File: src/rtl/alu_seq_exec.sv
// Sequential ALU execute stage: one op per valid/ready handshake, result held until accepted.
// Define FAST_SHIFT_EN for a single-cycle barrel shifter; default build shifts one bit per cycle.
module alu_seq_exec #(
  parameter int XLEN    = 32,
  parameter int SHAMT_W = 5
) (
  input  logic            clk_i,
  input  logic            rst_ni,
  input  logic            valid_i,
  output logic            ready_o,
  input  logic [3:0]      alu_ctrl_i,
  input  logic [XLEN-1:0] op_a_i,
  input  logic [XLEN-1:0] op_b_i,
  output logic            valid_o,
  input  logic            ready_i,
  output logic [XLEN-1:0] result_o,
  output logic            zero_o,
  output logic            illegal_o
);

  localparam logic [3:0] OP_ADD  = 4'd0;
  localparam logic [3:0] OP_SUB  = 4'd1;
  localparam logic [3:0] OP_SLL  = 4'd2;
  localparam logic [3:0] OP_SLT  = 4'd3;
  localparam logic [3:0] OP_SLTU = 4'd4;
  localparam logic [3:0] OP_XOR  = 4'd5;
  localparam logic [3:0] OP_SRL  = 4'd6;
  localparam logic [3:0] OP_SRA  = 4'd7;
  localparam logic [3:0] OP_OR   = 4'd8;
  localparam logic [3:0] OP_AND  = 4'd9;

`ifdef FAST_SHIFT_EN
  typedef enum logic [1:0] {S_IDLE, S_DONE} state_t;
`else
  typedef enum logic [1:0] {S_IDLE, S_SHIFT, S_DONE} state_t;
`endif

  state_t            r_state;
  logic [XLEN-1:0]   r_result;
  logic              r_valid;
  logic              r_zero;
  logic              r_illegal;

  logic              w_accept;
  logic [SHAMT_W-1:0] w_shamt;
  logic [XLEN-1:0]   w_result;
  logic              w_illegal;

  assign ready_o   = (r_state == S_IDLE);
  assign w_accept  = valid_i & ready_o;
  assign w_shamt   = op_b_i[SHAMT_W-1:0];
  assign valid_o   = r_valid;
  assign result_o  = r_result;
  assign zero_o    = r_zero;
  assign illegal_o = r_illegal;

  // Single-cycle result; in the serial build a shift lands here only when shamt is 0.
  always_comb begin
    w_result  = '0;
    w_illegal = 1'b0;
    case (alu_ctrl_i)
      OP_ADD:  w_result = op_a_i + op_b_i;
      OP_SUB:  w_result = op_a_i - op_b_i;
      OP_SLT:  w_result = {{(XLEN-1){1'b0}}, ($signed(op_a_i) < $signed(op_b_i))};
      OP_SLTU: w_result = {{(XLEN-1){1'b0}}, (op_a_i < op_b_i)};
      OP_XOR:  w_result = op_a_i ^ op_b_i;
      OP_OR:   w_result = op_a_i | op_b_i;
      OP_AND:  w_result = op_a_i & op_b_i;
`ifdef FAST_SHIFT_EN
      OP_SLL:  w_result = op_a_i << w_shamt;
      OP_SRL:  w_result = op_a_i >> w_shamt;
      OP_SRA:  w_result = XLEN'($signed(op_a_i) >>> w_shamt);
`else
      OP_SLL, OP_SRL, OP_SRA: w_result = op_a_i;
`endif
      default: w_illegal = 1'b1;
    endcase
  end

`ifndef FAST_SHIFT_EN
  logic [3:0]         r_ctrl;
  logic [SHAMT_W-1:0] r_cnt;
  logic               w_is_shift;
  logic [XLEN-1:0]    w_shift_next;

  assign w_is_shift = (alu_ctrl_i == OP_SLL) || (alu_ctrl_i == OP_SRL) ||
                      (alu_ctrl_i == OP_SRA);

  always_comb begin
    case (r_ctrl)
      OP_SLL:  w_shift_next = {r_result[XLEN-2:0], 1'b0};
      OP_SRL:  w_shift_next = {1'b0, r_result[XLEN-1:1]};
      default: w_shift_next = {r_result[XLEN-1], r_result[XLEN-1:1]};
    endcase
  end
`endif

  always_ff @(posedge clk_i or negedge rst_ni) begin
    if (!rst_ni) begin
      r_state   <= S_IDLE;
      r_result  <= '0;
      r_valid   <= 1'b0;
      r_zero    <= 1'b0;
      r_illegal <= 1'b0;
`ifndef FAST_SHIFT_EN
      r_ctrl    <= '0;
      r_cnt     <= '0;
`endif
    end else begin
      case (r_state)
        S_IDLE: begin
          if (w_accept) begin
`ifndef FAST_SHIFT_EN
            if (w_is_shift && (w_shamt != '0)) begin
              r_result <= op_a_i;
              r_ctrl   <= alu_ctrl_i;
              r_cnt    <= w_shamt;
              r_state  <= S_SHIFT;
            end else
`endif
            begin
              r_result  <= w_result;
              r_zero    <= (w_result == '0);
              r_illegal <= w_illegal;
              r_valid   <= 1'b1;
              r_state   <= S_DONE;
            end
          end
        end
`ifndef FAST_SHIFT_EN
        S_SHIFT: begin
          r_result <= w_shift_next;
          r_cnt    <= r_cnt - 1'b1;
          if (r_cnt == SHAMT_W'(1)) begin
            r_zero  <= (w_shift_next == '0);
            r_valid <= 1'b1;
            r_state <= S_DONE;
          end
        end
`endif
        S_DONE: begin
          if (ready_i) begin
            r_valid   <= 1'b0;
            r_zero    <= 1'b0;
            r_illegal <= 1'b0;
            r_state   <= S_IDLE;
          end
        end
        default: r_state <= S_IDLE;
      endcase
    end
  end

endmodule

File: config.mk
export PLATFORM = sky130hd
export DESIGN_NAME = alu_seq_exec
export DESIGN_NICKNAME = d
export VERILOG_FILES = /design/src/rtl/alu_seq_exec.sv
export SDC_FILE = /design/constraint.sdc
export NUM_CORES = 1
export LEC_CHECK = 0
export ABC_AREA = 0
export CAP_MARGIN = 20
export CELL_PAD_IN_SITES_DETAIL_PLACEMENT = 0
export CELL_PAD_IN_SITES_GLOBAL_PLACEMENT = 1
export CORE_ASPECT_RATIO = 0.8
export CORE_MARGIN = 3
export CORE_UTILIZATION = 42
export CTS_CLUSTER_SIZE = 24
export DETAILED_ROUTE_END_ITERATION = 8
export MAX_ROUTING_LAYER = met4
export PLACE_DENSITY_LB_ADDON = 0.1
export SLEW_MARGIN = 15
export SYNTH_ARGS = -nofsm -noshare
export SYNTH_HDL_FRONTEND = slang
export SYNTH_SLANG_ARGS = --single-unit
File: constraint.sdc
create_clock -name clk_i -period 4.2 [get_ports clk_i]
set_clock_uncertainty 0.15 [all_clocks]
set_input_delay 0.84 -clock clk_i [delete_from_list [all_inputs] [get_ports clk_i]]
set_output_delay 0.84 -clock clk_i [all_outputs]
set_load 0.01 [all_outputs]
==> metrics.txt, run 1 <==
outcome finished with violations; failing checks negative setup slack; post-synth cell types 96; post-synth top area share 0.153; IO Pins 108; GRT Overall Usage 0.360; Yosys reg bits 46; initial antenna violation count 0; Clock Power Share 0.092; Worst EP required 4.24 ns; CP Cell Sequence clkdlybuf4s50_1 > buf_4 > nand4bb_1 > buf_4 > o22ai_1 > a221o_1 > a211oi_2 > nand3_2 > a2111oi_4 > nand4_1 > or4_4 > or4_1 > o41ai_2; DRC viols 0; count leader, synth nand2_1; Initial DRC Count approximately 1400; post-DR wirelength/cell roughly 21 µm; total wire length 41400 µm; asr flop ratio synth 1.00; Seq pwr share 0.213; Clk Tree Root Cell clkbuf_16; Gate Count Post-Synth 1251; port bufs 107; Hold Crit Class flip-flop to flip-flop; top post-synthesis cells by count nand2_1, ha_1, inv_1; core area 20300 µm²; total global routing overflow 0; Setup Crit Path Kind input pin to flip-flop; Routed Antenna Nets 0; number of hold buffers added after CTS 0; Slew headroom 0.369; Pint 2320 µW; Util after Layout 0.716; Switch Pwr around 2000 µW; Worst VDD drop 0.000466 V; post-synth top area cell ha_1; critical path arrival 4.63 ns; Final Worst Setup Slack -0.393 ns; Die H 136 µm; pin count of the biggest net entering global routing 68; FMAX 218 MHz; Inst Count DP between 1500 and 2000; Final Non-Filler Cells approximately 2000; max cap viols 0; vias in the first global route about 11000; Switching Fraction 0.467; Die ar. approximately 23000 µm²; Initial Util 0.438; CTS tree done; RSZ-0062 raised after global routing yes; Setup TNS -0.393 ns; HPWL Detailed 33300 µm; area delta synth->final 63.4%; CP max FO 11; min cycle time layout 4.59 ns; GPL Wtd Cong 1.08; EDFF count, synth 0; final hold violation count 0; clock-pin slew on the worst setup and hold paths approximately 0.06 ns; cell mode on critical path buf_4; global-route wire length before repair 63900 µm; TritonRoute pass-1 iters 6; Gate power share 0.695; nets ~1900; CTS Buffer Depth 2; Yosys warning count 0; Clock Sinks 46; Syn Area/Cell 7.12 µm²; Power, Total approximately 4300 µW; ys flop type dfrtp_1; Pwr Density 299 nW/µm²; row count 46; CP peak stage delay 0.53 ns; Final setup viols 1; kind of end point of the critical path flip-flop; Synth area leaders ha_1, dfrtp_1, nand2_1; worst slew pin tran 0.939 ns; synthesized area between 8000 and 9000 µm²; clk_lat worst skew around 0.30 ns; H-tree Lvls 2; share of cells above drive strength 1 0.394; Max stage delay cell, worst path or4_4; vias per cell 6.02; Syn Nets 1434; crit path launch type input pin; fin. max-slew vios 0; Die X 169 µm; antenna cell count 0; Leakage 0.00675 µW; Tcrit/Tclk final 1.09; Seq/Total Area, Yosys 0.129; vias 12137; total CTS buffers 5; Setup Slack @ Placement -1.29 ns
[power groups by stage]
stage | logic [µW] | registers, µW | clock network, µW
2_1_floorplan | 1370 | 902 | 0
3_3_place_gp | 2720 | 917 | 0
6_report | 3020 | 926 | 399
4_1_cts | 2920 | 914 | 402
5_1_grt | 3270 | 957 | 422
3_5_place_dp | 2760 | 921 | 0
[state kept, by name, indices dropped and copies added, names as in the netlist]
| register | flops |
|---|---|
| result_o | 32 |
| r_ctrl | 4 |
| r_state | 2 |
| illegal_o | 1 |
| r_cnt | 5 |
| valid_o | 1 |
| zero_o | 1 |
[layer usage]
layer | global-route usage | wire (µm) | vias to the layer above
met1 | 0.504 | 18400 | 5767
met2 | 0.539 | 17800 | 648
li1 | - | - | 5618
met3 | 0.0634 | 3990 | 104
met4 | 0.0868 | 1200 | 0
met5 | - | 0 | -
[through the flow]
step	hold slack, ns	area [µm²]
after floorplan	0.280	8930
after global placement	0.297	13300
after detailed placement	0.308	13300
after CTS	0.322	14200
after global routing	0.331	14600
final	0.324	14600
[timing repair]
action | CTS | global route
resized for setup | 191 | 136
setup buffers | 30 | 15
pin swaps | 47 | 38
gates cloned | 0 | 0
setup endpoints to repair | 9 | 7
[logic make-up (layout without fill, tap and decap cells)]
logic type               after synthesis  after routing  share of synthesized area
AO/OA/AOI/OAI                        404            404                      0.321
flip-flops                            46             46                      0.129
XOR/XNOR                               5              5                    0.00492
adder cells (fa/ha/maj)              111            111                      0.158
AND/OR/NAND/NOR                      472            472                      0.262
buffers and inverters                176            677                     0.0822
multiplexers                          37             37                     0.0435
[worst max-delay path, delay by kind of cell]
kind	cells	cell delay, ns
simple gates	5	1.47
buf+inv	3	0.96
compound gates	5	1.36
[cell usage in the layout, fill, tap and decap left out, types with 10 or more instances in the layout]
cell	Yosys	routed
nand2_1	152	152
inv_2	2	39
o21ai_0	93	86
mux2_2	14	13
nand2b_1	14	14
buf_6	4	21
clkdlybuf4s50_1	0	60
nor4_1	19	17
a22oi_1	11	11
clkbuf_2	0	17
nand4_1	21	21
nor2b_1	18	16
nor2_1	90	88
a21o_1	11	11
ha_4	0	25
o21a_1	10	10
dfrtp_1	46	46
inv_1	95	54
o21bai_1	13	12
a221oi_1	17	12
mux2i_1	23	22
o211ai_1	19	19
a21oi_1	81	71
nand3_1	47	45
nor3_1	41	36
buf_4	4	444
ha_1	109	82
[worst paths after layout]
| kind | endpoint | depth (start not counted) | startpoint | slack (ns) |
|---|---|---|---|---|
| worst min register to register | r_ctrl[1] | 1 | r_ctrl[1] | 0.32 |
| max in group asynchronous | result_o[30] | 2 | rst_ni | 2.78 |
| worst max-delay path | zero_o | 13 | alu_ctrl_i[2] | -0.39 |
| min in group asynchronous | r_state[0] | 1 | rst_ni | 0.40 |
| worst max register to register | zero_o | 13 | r_cnt[1] | 0.20 |
| worst min-delay path | r_ctrl[1] | 1 | r_ctrl[1] | 0.32 |
[layout make-up]
cell class,instances,area (µm²)
inverters,97,374
multi-input cells,1029,7930
well taps,264,330
clock inverters,2,13.8
flip-flops and latches,46,1150
clock buffers,6,129
repair buffers,572,4630
fillers,1685,5760
(Power assumes the default switching activity.)
==> run 2: changes to the inputs <==
--- a/config.mk
+++ b/config.mk
@@ -12,11 +12,12 @@
 export CORE_ASPECT_RATIO = 0.8
 export CORE_MARGIN = 3
 export CORE_UTILIZATION = 42
+export CTS_CLUSTER_DIAMETER = 120
 export CTS_CLUSTER_SIZE = 24
 export DETAILED_ROUTE_END_ITERATION = 8
 export MAX_ROUTING_LAYER = met4
 export PLACE_DENSITY_LB_ADDON = 0.1
-export SLEW_MARGIN = 15
+export RECOVER_POWER = 100
 export SYNTH_ARGS = -nofsm -noshare
 export SYNTH_HDL_FRONTEND = slang
 export SYNTH_SLANG_ARGS = --single-unit
==> run 2 against run 1 <==
  * The flow finishes with violations (max-capacitance violations, max-slew violations, negative setup slack)
  * Worst setup slack improved by 0.021 ns
  * Global-route usage is the same
  * Flip-flop and latch count unchanged
  * Non-clock buffer count did not move
  * Combinational power fell by 2%
  * Final area is 0.34% lower
  * Via count down 0.83%
  * Clock-buffer cell count is the same
  * Critical path depth did not move
  * Die area unchanged
  * Clock power barely moved
  * Power decreased by 1.9%
==> metrics.txt, run 2 (synthesized netlist as in run 1, its figures left out) <==
Clk Tree Root Cell clkbuf_16; most common cell after layout, fill and taps aside buf_4; total CTS buffers 5; Setup Crit Path Kind input pin to flip-flop; Routed Antenna Nets 0; Slew headroom -0.00129; nets ~1900; worst slew pin tran 1.50 ns; failing checks max-capacitance violations, max-slew violations, negative setup slack; Initial Util 0.438; FMAX 219 MHz; CTS tree done; initial antenna violation count 0; core area 20300 µm²; uppermost routed layer met4; GPL Wtd Cong 1.08; Max stage delay cell, worst path or4_4; CP max FO 9; Die ar. roughly 23000 µm²; Pwr Density 294 nW/µm²; Worst VDD drop 0.000453 V; share of cells above drive strength 1 0.389; pin count of the biggest net entering global routing 68; Die H 136 µm; TritonRoute pass-1 iters 6; max cap viols 1; number of hold buffers added after CTS 0; outcome finished with violations; Clock Sinks 46; Final Worst Setup Slack -0.372 ns; HPWL Detailed 33300 µm; crit path launch type input pin; clock-pin slew on the worst setup and hold paths approximately 0.060 ns; CTS Buffer Depth 2; met2 routed WL about 18000 µm; Inst Count DP a little under 2000; fin. max-slew vios 27; commonest cells after routing, fill and taps aside buf_4, nand2_1, nor2_1, o21ai_0, ha_1; critical path arrival 4.61 ns; min cycle time layout 4.57 ns; Initial DRC Count 1447; vias per cell 5.97; DRC viols 0; RSZ-0062 raised after global routing yes; kind of end point of the critical path flip-flop; clk_lat worst skew 0.30 ns; vias 12036; GRT Overall Usage 0.360; final hold violation count 0; port bufs 107; CP peak stage delay between 0.5 and 0.6 ns; Tcrit/Tclk final 1.09; total global routing overflow 0; area delta synth->final 62.8%; Util after Layout 0.714; Setup Slack @ Placement -1.29 ns; Final setup viols 3; met3 routed WL 4120 µm; CP Cell Sequence clkdlybuf4s50_1 > buf_12 > nand2b_4 > and3_4 > buf_4 > a221o_1 > a211oi_2 > nand3_2 > a2111oi_4 > nand4_1 > or4_4 > or4_1 > o41ai_2; total wire length 41300 µm; max reg flops 32; row count 46; H-tree Lvls 2; IO Pins 108; antenna cell count 0; WL met1 around 18000 µm; Worst EP required 4.24 ns; Die X 169 µm; Leakage a little under 0.007 µW; vias in the first global route 11455; post-DR wirelength/cell 20.5 µm; Hold Crit Class flip-flop to flip-flop; Final Non-Filler Cells between 2000 and 2500; global-route wire length before repair 63900 µm
-- run 2: cell types whose count changed in the layout (fill, tap and decap cells not counted), sizes merged --
cell,change
buf,-17
clkbuf,+17
clkdlybuf4s50,-36
dlygate4sd3,+36
-- run 2: worst max-delay path, delay by kind of cell --
kind	cells	cell delay, ns
AND/OR/NAND/NOR	6	1.57
AO/OA/AOI/OAI	4	1.32
buffers and inverters	3	0.87
-- run 2: layout make-up --
| class | count | area [µm²] |
|---|---|---|
| Fill cell | 1692 | 5810 |
| Inverter | 97 | 374 |
| Timing Repair Buffer | 572 | 4590 |
| Sequential cell | 46 | 1150 |
| Clock buffer | 6 | 129 |
| Tap cell | 264 | 330 |
| Multi-Input combinational cell | 1029 | 7920 |
| Clock inverter | 2 | 13.8 |
-- run 2: routing by layer --
metal / vias to the layer above / GRT usage
li1: 5615 / -
met3: 108 / 0.0634
met5: - / -
met4: 0 / 0.0868
met1: 5700 / 0.504
met2: 613 / 0.539
-- run 2: stage by stage --
stage	cell area [µm²]	power, µW	hold WS, ns	TNS (ns)
floorplan	8930	2270	0.280	-0.0501
global placement	13300	3640	0.297	-6.51
detailed placement	13300	3680	0.308	-7.30
CTS	14200	4230	0.322	-0.499
global route	14500	4560	0.331	-1.43
finish	14500	4270	0.327	-0.899
-- run 2: where the power goes --
group | switching (µW) | internal (µW)
registers | 278 | 643
clock network | 178 | 221
logic | 1560 | 1380
-- run 2: final timing paths --
path                            slack (ns)          start  cells after the start            to
min in group asynchronous             0.74         rst_ni                      1    r_state[0]
worst min-delay path                  0.33      r_ctrl[1]                      1     r_ctrl[1]
worst max-delay path                 -0.37  alu_ctrl_i[0]                     13        zero_o
max in group asynchronous             1.52         rst_ni                      2  result_o[30]
worst min register to register        0.33      r_ctrl[1]                      1     r_ctrl[1]
worst max register to register        0.11       r_cnt[1]                     13        zero_o
-- run 2: repair_timing --
item / in CTS / in global routing
gates cloned: 0 / 0
pin swaps: 47 / 38
gates resized for setup: 191 / 136
buffers inserted: 30 / 15
endpoints found under the hold margin: 0 / 0
setup endpoints to repair: 9 / 7
==> patch 1, RTL diff (flow settings as in run 1) <==
Build with the macro `FAST_SHIFT_EN` defined.
--- a/src/rtl/alu_seq_exec.sv
+++ b/src/rtl/alu_seq_exec.sv
@@ -1,5 +1,7 @@
 // Sequential ALU execute stage: one op per valid/ready handshake, result held until accepted.
 // Define FAST_SHIFT_EN for a single-cycle barrel shifter; default build shifts one bit per cycle.
+`define FAST_SHIFT_EN
+
 module alu_seq_exec #(
   parameter int XLEN    = 32,
   parameter int SHAMT_W = 5
Formal check against the unedited RTL: not equivalent (Yosys sat finds a counterexample within 4 cycles, from zero or initial values and one cycle with rst_ni low).
==> patch 1 against run 1 <==
- the run still ends with setup timing left
- power fell by 17%
- wire length up 49%
- highest routed layer unchanged
- sequential power decreased by 49%
- worst hold slack better by 0.0024 ns
- area after synthesis increased by 26%
- sequential cell count down 11
- setup slack better by 0.092 ns
- cell area increased by 24%
- largest cell class unchanged
- non-clock buffer count rose by 156
- final cell count rose by 24%
- fmax is 2.0% higher
- largest power group unchanged
==> patch 1: results (changes against run 1) <==
stage,metric,value,unit,change
detailed_routing,route.met3.wl,7.805,mm,was 3.988 mm
logic_synthesis,synth_common_cells,"nor2_1, nand2_1, a21oi_1",,"was nand2_1, ha_1, inv_1"
worst_setup_path,cp_max_fo,8,,was 11
placed_design,pre_cts_ws,-1.173,ns,was -1.285 ns
logic_synthesis,synth_area_leaders,"ha_1, mux4_2, dfrtp_1",,"was ha_1, dfrtp_1, nand2_1"
pwr,peakVddDrop,152.9,µV,was 465.6 µV
detailed_routing,routed_wl,61.84,mm,was 41.38 mm
logic_synthesis,synth_xor_area_share,0.7050,%,was 0.4916%
global_route,gr-usage-met1,57.41,%,was 50.41%
detailed_routing,route.met2.wl,26.08,mm,was 17.76 mm
global_route,antenna_found_initial,1,,was 0
placed_design,hpwlAfterDp,49.67,mm,was 33.27 mm
layout,n_fill_cell,2231,,was 1685
status,violations,setup timing,,unchanged
pwr,pg_seq,476,µW,was 926 µW
timing,hold_ws,0.3261,ns,was 0.3237 ns
status,outcome,"complete, but fails checks",,unchanged
worst_setup_path,crit_slowest_cell,mux4_2,,was or4_4
detailed_routing,drt-initial-drc-count,2340,,was 1384
timing,tightest_slew,1.111,ns,was 0.9388 ns
detailed_routing,drtPass1Iterations,9,,was 6
logic_synthesis,synth.area.mux_share,17.92,%,was 4.354%
logic_synthesis,ys_types,92,,was 96
global_route,grt_max_degree,59,,was 68
timing,setup_viol,4,,was 1
hold_path,hp-start,result_o[11],,was r_ctrl[1]
layout,drive_gt1_share,40.44,%,was 39.44%
logic_synthesis,synth.avg_cell_area,7.289,µm²,was 7.121 µm²
worst_setup_path,reg2reg_slack,1.21,ns,was 0.20 ns
pwr,pg_comb,2670,µW,was 3020 µW
timing,timing.final.ws_setup,-0.3012,ns,was -0.3928 ns
worst_setup_path,startpoint,op_b_i[0],,was alu_ctrl_i[2]
## patch 1: changes by cell type after synthesis, moves of 12 or more
cell and change:
a211oi_1 +13, a21oi_1 +29, a31oi_1 +19, clkbuf_1 +34, ha_1 -12, mux2i_1 +41, mux4_2 +44, nor2_1 +64
o22ai_1 +16
## patch 1: what timing repair did
item / CTS / global route
resized for setup: 87 / 127
pin swaps: 26 / 49
setup endpoints to repair: 16 / 12
buffers inserted: 9 / 17
## patch 1: cell type report
cell class | count | area, µm² | share of cell area (%)
Antenna cell | 1 | 2.502 | 0.01387
Clock buffer | 5 | 125.1 | 0.6935
Clock inverter | 3 | 43.79 | 0.2427
Inverter | 100 | 397.9 | 2.205
Multi-Input combinational cell | 1273 | 10220 | 56.68
Sequential cell | 35 | 875.8 | 4.855
Tap cell | 351 | 439.2 | 2.434
Timing Repair Buffer | 728 | 5932 | 32.88
==> patch 2, RTL diff (flow settings as in run 1) <==
Made on the original files. The 3 states of `state_t` get a one-hot encoding in 3 bits.
--- a/src/rtl/alu_seq_exec.sv
+++ b/src/rtl/alu_seq_exec.sv
@@ -32,7 +32,7 @@
 `ifdef FAST_SHIFT_EN
   typedef enum logic [1:0] {S_IDLE, S_DONE} state_t;
 `else
-  typedef enum logic [1:0] {S_IDLE, S_SHIFT, S_DONE} state_t;
+  typedef enum logic [2:0] {S_IDLE = 3'b001, S_SHIFT = 3'b010, S_DONE = 3'b100} state_t;
 `endif
 
   state_t            r_state;
Behaviour: no difference found for any inputs over 10 cycles, from zero or initial values and one cycle with rst_ni low; not proved beyond that.
==> patch 2 against run 1 <==
- sequential cell count rose by 1
- wire length fell by 7.7%
- worst hold slack improved by 0.014 ns
- register-to-register slack improved by 0.81 ns
- first-iteration DRC count fell by 4.3%
- count of clock-buffer cells in the layout did not move
- setup slack improved by 0.43 ns
- power fell by 4.9%
- cell area fell by 7.3%
- clock power rose by 30%
- area after synthesis fell by 3.7%
- non-clock buffer count fell by 86
- critical path type unchanged
- largest cell class unchanged
- largest power group unchanged
==> patch 2: results (changes against run 1) <==
stage,metric,value,unit,change
worst_setup_path,r2r_cells,12,,was 13
pwr,sw_frac_of_total,45.54,%,was 46.69%
logic_synthesis,synth_flop_cell,dfrtp_1,,unchanged
placed_design,placed_area,0.01234,mm²,was 0.01327 mm²
worst_setup_path,cp_max_fo,4,,was 11
logic_synthesis,ys_warn_count,0,,unchanged
hold_path,hp-class,flip-flop to flip-flop,,unchanged
logic_synthesis,ys_types,97,,was 96
global_route,antenna_found_initial,0,,unchanged
timing,slew_headroom,24.47,%,was 36.88%
pwr,leakagePower,0.006156,µW,was 0.006748 µW
pwr,peakVddDrop,354.7,µV,was 465.6 µV
layout,num_antenna_cells,0,,unchanged
layout,finish.net_count,1810,,was 1934
detailed_routing,vias,11403,,was 12137
hold_path,holdPathStages,1,,unchanged
clocking,cts_buffer_depth,2,,unchanged
clocking,clk_latency,0.30,ns,about the same
logic_synthesis,ys_async_sr_fraction,100.0,%,unchanged
placed_design,gp_congestion,1.034,,was 1.079
placed_design,port_buffers,107,,unchanged
global_route,grt_max_degree,48,,was 68
layout,n_fill_cell,1773,,was 1685
logic_synthesis,synth.avg_cell_area,7.030,µm²,was 7.121 µm²
logic_synthesis,synth_nets,1400,,was 1434
placed_design,placedCellCount,1860,,was 1968
global_route,grt_pass1_wl,59.28,mm,was 63.94 mm
logic_synthesis,ys_seq_area_share,13.72,%,was 12.92%
layout,drive_gt1_share,33.52,%,was 39.44%
clocking,cts.clk_slew.worst_paths,0.07,ns,
detailed_routing,drt-initial-drc-count,1324,,was 1384
status,outcome,"finished, final reports clean",,"was complete, but fails checks"
logic_synthesis,synth_common_cells,"nand2_1, a21oi_1, ha_1",,"was nand2_1, ha_1, inv_1"
detailed_routing,drtPass1Iterations,6,,unchanged
clocking,htreeDepth,2,,unchanged
clocking,cts_buffers,5,,unchanged
detailed_routing,routed_wl,38.19,mm,was 41.38 mm
detailed_routing,wire_per_inst,20.14,µm,was 20.52 µm
global_route,grt_usage,33.60,%,was 35.98%
worst_setup_path,crit_arrival,4.22,ns,was 4.63 ns
logic_synthesis,synth_area_leaders,"ha_1, dfrtp_1, a21oi_1",,"was ha_1, dfrtp_1, nand2_1"
placed_design,hpwlAfterDp,30.02,mm,was 33.27 mm
layout,largest_register_ffs,32,,unchanged
[patch 2: logic make-up after synthesis]
family | count (synthesis) | share of synthesized area [%]
mux | 9 | 1.079
simple gates | 403 | 23.00
xor+xnor | 6 | 0.6122
fa+ha+maj | 107 | 15.77
compound gates | 463 | 37.17
buf+inv | 186 | 8.644
flops | 47 | 13.72
[patch 2: power by group through the flow]
stage                     clock network [µW]  logic [µW]  registers (µW)
after global placement                     0        2510             875
after floorplan                            0        1330             851
after detailed placement                   0        2520             875
after CTS                                526        2630             871
after global routing                     542        2950             906
final                                    519        2740             879
[patch 2: worst max-delay path, cell delays in order]
cell and delay [ns]:
clkdlybuf4s50_1 0.42, buf_4 0.16, ha_1 0.26, a21oi_1 0.42
o21ai_0 0.30, a211o_1 0.35, xnor2_1 0.18, o21ai_0 0.11
a221oi_1 0.26, buf_4 0.18, nand4_1 0.09, nor4_2 0.24
nand4_1 0.16, o31ai_2 0.23
[patch 2: metal layers]
layer | global-route usage (%) | vias up | share of wire (%)
met5 | - | - | 0
met4 | 6.051 | 0 | 1.9
met3 | 5.421 | 66 | 8.6
met2 | 50.32 | 575 | 44
met1 | 48.39 | 5408 | 46
li1 | - | 5354 | -
[patch 2: worst paths after layout]
check	startpoint	to	slack, ns
hold reg to reg	r_ctrl[1]	r_ctrl[1]	0.34
max in group asynchronous	rst_ni	result_o[20]	3.06
min in group asynchronous	rst_ni	r_state[1]	0.39
setup / recovery	op_a_i[9]	zero_o	0.04
setup reg to reg	r_state[0]	zero_o	1.01
hold / removal	r_ctrl[1]	r_ctrl[1]	0.34
[patch 2: area by class of cell]
cell class                      instances  area [µm²]  area share (%)
Tap cell                              264       330.3           2.448
Multi-Input combinational cell        988        7405           54.87
Clock buffer                            6       128.9          0.9549
Clock inverter                          2       60.06          0.4450
Timing Repair Buffer                  486        4005           29.68
Inverter                              103       389.1           2.883
Sequential cell                        47        1177           8.724
[patch 2: through the flow]
stage | hold WS (ns) | setup TNS, ns | setup slack [ns] | util (%)
after global routing | 0.3452 | -0.07760 | -0.06447 | 67.77
final | 0.3372 | 0 | 0.03632 | 67.77
after detailed placement | 0.3030 | -5.743 | -0.7882 | 61.98
after CTS | 0.3305 | 0 | 0.004477 | 65.66
after global placement | 0.3045 | -4.991 | -0.7914 | 61.98
after floorplan | 0.2811 | 0 | 0.2329 | -
[patch 2: timing repair]
action / CTS / global route
pin swaps: 31 / 30
buffers inserted: 17 / 11
setup endpoints to repair: 12 / 8
gates cloned: 0 / 0
endpoints found under the hold margin: 0 / 0
resized for setup: 114 / 95
